File: config.mk
export PLATFORM = sky130hd
export DESIGN_NAME = mux2x1_arbiter
export DESIGN_NICKNAME = d
export VERILOG_FILES = /design/src/rtl/mux2x1_arb_pkg.sv /design/src/rtl/mux2x1_w.sv /design/src/rtl/mux2x1_arbiter.sv
export SDC_FILE = /design/constraint.sdc
export NUM_CORES = 1
export LEC_CHECK = 0
export ABC_CLOCK_PERIOD_IN_PS = 4000
export CAP_MARGIN = 25
export CORE_ASPECT_RATIO = 2
export CORE_MARGIN = 2
export CORE_UTILIZATION = 44
export DETAILED_ROUTE_END_ITERATION = 8
export GPL_ROUTABILITY_DRIVEN = 0
export PLACE_DENSITY_LB_ADDON = 0.08
export SLEW_MARGIN = 20
export SYNTH_ARGS = -nofsm -noshare
export SYNTH_HDL_FRONTEND = slang
export SYNTH_HIERARCHICAL = 1
export SYNTH_SLANG_ARGS = --single-unit
export TNS_END_PERCENT = 10
File: constraint.sdc
create_clock -name clk -period 4 [get_ports clk]
set_input_delay 0.4 -clock clk [delete_from_list [all_inputs] [get_ports clk]]
set_output_delay 0.4 -clock clk [all_outputs]
set_load 0.05 [all_outputs]
File: src/rtl/mux2x1_arb_pkg.sv
// Shared types and helpers for the two-requester mux arbiter.
package mux2x1_arb_pkg;

  typedef enum logic [1:0] {
    ST_IDLE = 2'd0,
    ST_G0   = 2'd1,
    ST_G1   = 2'd2
  } state_e;

  function automatic int unsigned clog2(input int unsigned value);
    int unsigned res;
    res = 0;
    while ((32'd1 << res) < value) begin
      res++;
    end
    return res;
  endfunction

endpackage

File: src/rtl/mux2x1_w.sv
// Parameterised combinational 2:1 mux.
module mux2x1_w #(
  parameter int unsigned WIDTH = 32
) (
  input  logic [WIDTH-1:0] a0,
  input  logic [WIDTH-1:0] a1,
  input  logic             s,
  output logic [WIDTH-1:0] y
);

  assign y = s ? a1 : a0;

endmodule

File: src/rtl/mux2x1_arbiter.sv
// Round-robin arbiter sharing one 2:1 mux between two requesters, registered output.
// Define MUX2X1_ARB_STATS_EN to add per-requester grant-cycle counters cnt0/cnt1.
module mux2x1_arbiter
  import mux2x1_arb_pkg::*;
#(
  parameter int unsigned WIDTH    = 32,
  parameter int unsigned MAXBURST = 4
) (
  input  logic             clk,
  input  logic             clr,
  input  logic             req0,
  input  logic             req1,
  input  logic [WIDTH-1:0] a0,
  input  logic [WIDTH-1:0] a1,
  output logic             gnt0,
  output logic             gnt1,
  output logic             s,
  output logic [WIDTH-1:0] y,
  output logic             yv
`ifdef MUX2X1_ARB_STATS_EN
  ,
  output logic [15:0]      cnt0,
  output logic [15:0]      cnt1
`endif
);

  // MAXBURST=1 would give a zero-width counter; keep at least one bit.
  localparam int unsigned CntW = (clog2(MAXBURST) < 1) ? 1 : clog2(MAXBURST);
  localparam logic [CntW-1:0] CntMax = CntW'(MAXBURST - 1);

  state_e          state_q, state_d;
  logic [CntW-1:0] cnt_q, cnt_d;
  logic            last_q, last_d;
  logic            s_q, s_d;
  logic [WIDTH-1:0] y_q, mux_y;
  logic            yv_q;
  logic            cnt_at_max;

  assign cnt_at_max = (cnt_q == CntMax);

  always_ff @(posedge clk) begin
    if (clr) begin
      state_q <= ST_IDLE;
      cnt_q   <= '0;
      last_q  <= 1'b1;
      s_q     <= 1'b0;
    end else begin
      state_q <= state_d;
      cnt_q   <= cnt_d;
      last_q  <= last_d;
      s_q     <= s_d;
    end
  end

  always_comb begin
    state_d = state_q;
    cnt_d   = cnt_q;
    last_d  = last_q;
    s_d     = s_q;
    unique case (state_q)
      ST_IDLE: begin
        if (req0 && req1)  state_d = last_q ? ST_G0 : ST_G1;
        else if (req0)     state_d = ST_G0;
        else if (req1)     state_d = ST_G1;
      end
      ST_G0: begin
        if (!req0)                    state_d = req1 ? ST_G1 : ST_IDLE;
        else if (req1 && cnt_at_max)  state_d = ST_G1;
        else if (!cnt_at_max)         cnt_d = cnt_q + CntW'(1);
      end
      ST_G1: begin
        if (!req1)                    state_d = req0 ? ST_G0 : ST_IDLE;
        else if (req0 && cnt_at_max)  state_d = ST_G0;
        else if (!cnt_at_max)         cnt_d = cnt_q + CntW'(1);
      end
      default: state_d = ST_IDLE;
    endcase
    if (state_d != state_q) cnt_d = '0;
    // Select and round-robin pointer follow the granted side; both hold through IDLE.
    if (state_d == ST_G0) begin
      last_d = 1'b0;
      s_d    = 1'b0;
    end else if (state_d == ST_G1) begin
      last_d = 1'b1;
      s_d    = 1'b1;
    end
  end

  always_comb begin
    gnt0 = (state_q == ST_G0);
    gnt1 = (state_q == ST_G1);
    s    = s_q;
    y    = y_q;
    yv   = yv_q;
  end

  mux2x1_w #(
    .WIDTH(WIDTH)
  ) u_mux (
    .a0(a0),
    .a1(a1),
    .s (s_q),
    .y (mux_y)
  );

  always_ff @(posedge clk) begin
    if (clr) begin
      y_q  <= '0;
      yv_q <= 1'b0;
    end else if (state_q != ST_IDLE) begin
      y_q  <= mux_y;
      yv_q <= 1'b1;
    end else begin
      yv_q <= 1'b0;
    end
  end

`ifdef MUX2X1_ARB_STATS_EN
  logic [15:0] cnt0_q, cnt1_q;

  always_ff @(posedge clk) begin
    if (clr) begin
      cnt0_q <= '0;
      cnt1_q <= '0;
    end else begin
      if (state_q == ST_G0) cnt0_q <= cnt0_q + 16'd1;
      if (state_q == ST_G1) cnt1_q <= cnt1_q + 16'd1;
    end
  end

  assign cnt0 = cnt0_q;
  assign cnt1 = cnt1_q;
`endif

endmodule

==> run summary <==
status: completed
sequential share of the synthesized area: 0.369
GRT Residual Overflow: 0
Sw Pwr: 0.000329 W
min cycle time layout: 2.21 ns
Worst-Skew Late Latency: 0.28 ns
# resized after CTS: 0
Final ANT Viol Nets: 0
Final Skew: 0.00512 ns
leakage: 1.25 nW
post-synthesis mux area share: 0.240
Sw Share: 0.312
unrepaired setup endpoints after global routing: false
fraction of final layout cells with drive strength greater than 1: 0.146
final worst path period share: 0.552
measured slew at the worst slew-check pin: 0.593 ns
Post-Synth Adder-Cell Area: 0.0178
prevailing post-synth register cell: dfxtp_1
final WL: 5040 um
total power: 0.00106 W
CP endpoint kind: output pin
CTS Hold Bufs: 0
Seq cells post-synth: 39
Flop pwr share: 0.409
die width: 53.0 um
router iterations before antenna repair: 4
worst-path maximum fanout: 12
Post-CTS Setup Bufs: 0
internal power: 0.000728 W
CTS buffer count: 5
Worst EP required: 3.60 ns
dpl hpwl: 3650 um
ant diodes: 0
PD cells: 330 mW/mm^2
CP arrival: 1.81 ns
Comb pwr share: 0.343
Final Util: 0.696
synthesized area: 0.00211 mm^2
DR WL/cell: 13.4 um
vias in the first global route: 1810
Final Slew Violations: 0
CTS tree: yes
Slew Limit Headroom: 0.605
pre-CTS setup slack: 2.02 ns
Yosys cell types: 32
clk slew on worst S/H paths: 0.07 ns
clock sinks: 39
Slowest-stage cell, CP: clkdlybuf4s50_1
DR vias: 1834
Worst setup SP type: flop
slowest stage delay, CP: 0.81 ns
area of the die: 0.00541 mm^2
largest family of logic cells by synthesized area: multiplexers
Setup CP Type: reg -> out
Synth Area in XOR/XNOR: 0.00414
Final #Nets: 393
Post-synth EDFFs: 0
initial core utilization: 0.460
Die Y: 102 um
setup TNS: 0 ns
DRC viols: 0
Ports: 104
core area: 0.00460 mm^2
H-tree depth: 2
Max VDD drop: 247 uV
Synth Area in Simple Gates: 0.171
highest clock rate: 453 MHz
first-pass GRT wire length: 8070 um
initial antenna violation count: 0
hold slack: 0.451 ns
CTS Buffer Depth: 2
Initial DRC Count: 9
Synth Area in Compound Gates: 0.121
final hold vios: 0
Layout area overhead: 51.4%
clock network fraction of total power: 0.247
Synth Instances: 226
Synth Area per Inst: 9.35 um^2
worst hold path class: reg -> reg
clk root buf: clkbuf_8
drt via density: 4.86
PortBufs: 103
asr flop ratio synth: 0
endpoints failing setup: 0
syn nets: 297
post-route setup slack: 1.79 ns
GRT Util Overall: 0.197
largest net degree at the start of global routing: 40
Synthesis Warnings: 6
row count: 35
worst-path cell chain: nor2b_1 -> clkdlybuf4s50_1
Max-cap violations: 0
final timing paths:
check	from	end	slack, ns	depth (start not counted)
worst min register to register	y[15]	y[15]	0.45	2
worst min-delay path	y[15]	y[15]	0.45	2
worst max-delay path	state_q[1]	gnt1	1.79	2
worst max register to register	cnt_q[0]	last_q	2.11	7
state kept, by name, indices dropped and copies added (netlist names):
register and count:
cnt_q 2, s 1, last_q 1, y 32, yv 1, state_q 2
kinds of logic after synthesis:
kind of cell	Yosys count
compound gates	45
mux	35
fa+ha+maj	3
buf+inv	20
simple gates	83
xor+xnor	1
flops	39
placed cells by master, fill, tap and decap left out, types with 3 or more instances in the layout:
| master | n |
|---|---|
| ha_1 | 3 |
| mux2_4 | 31 |
| clkbuf_8 | 6 |
| buf_4 | 3 |
| nand2_1 | 67 |
| clkdlybuf4s50_1 | 103 |
| a21oi_1 | 34 |
| nor2_1 | 4 |
| dfxtp_1 | 38 |
| a21o_1 | 4 |
routing by layer:
metal | global-route usage | vias up | routed length, um
met1 | 0.209 | 816 | 1890
met5 | 0 | - | 0
li1 | - | 951 | -
met3 | 0.0512 | 4 | 346
met4 | 0.0592 | 0 | 47
met2 | 0.367 | 63 | 2750
synth_stat cells, drive strengths merged, types with 2 or more instances:
| cell type | n | area [um^2] |
|---|---|---|
| a211oi | 2 | 20.0 |
| nand3 | 2 | 10.0 |
| dfxtp | 39 | 781 |
| inv | 2 | 7.51 |
| buf | 13 | 133 |
| ha | 3 | 37.5 |
| nand4bb | 2 | 22.5 |
| mux2 | 33 | 488 |
| o21ai | 2 | 10.0 |
| nor2 | 5 | 21.3 |
| mux2i | 2 | 20.0 |
| a21oi | 34 | 170 |
| clkbuf | 5 | 20.0 |
| nand2 | 67 | 251 |
| a21o | 4 | 30.0 |
| and4bb | 2 | 25.0 |
| a221oi | 2 | 17.5 |
layout make-up:
type	instances	area, um^2
multi-input cells	167	1170
well taps	55	68.8
fillers	387	1400
clock buffers	6	82.6
repair buffers	107	1080
inverters	2	7.51
clock inverters	1	5.00
flip-flops and latches	39	782
per-stage QoR:
step           cells  area [um^2]
2_1_floorplan    226         2110
3_3_place_gp     369         3080
3_5_place_dp     370         3110
4_1_cts          377         3200
5_1_grt          377         3200
6_report         377         3200
power by group through the flow:
stage	Combinational (W)	Clock (W)	Sequential, W
after floorplan	0.000146	0	0.000528
after global placement	0.000356	0	0.000441
after detailed placement	0.000366	0	0.000442
after CTS	0.000367	0.000271	0.000433
after global routing	0.000389	0.000285	0.000437
final	0.000363	0.000261	0.000433
critical path, delay by kind of cell, from the launching register on:
kind	cells	cell delay, ns
buf+inv	1	0.81
flops	1	0.54
simple gates	1	0.19
Note: power is estimated with default switching activity, not from simulation.
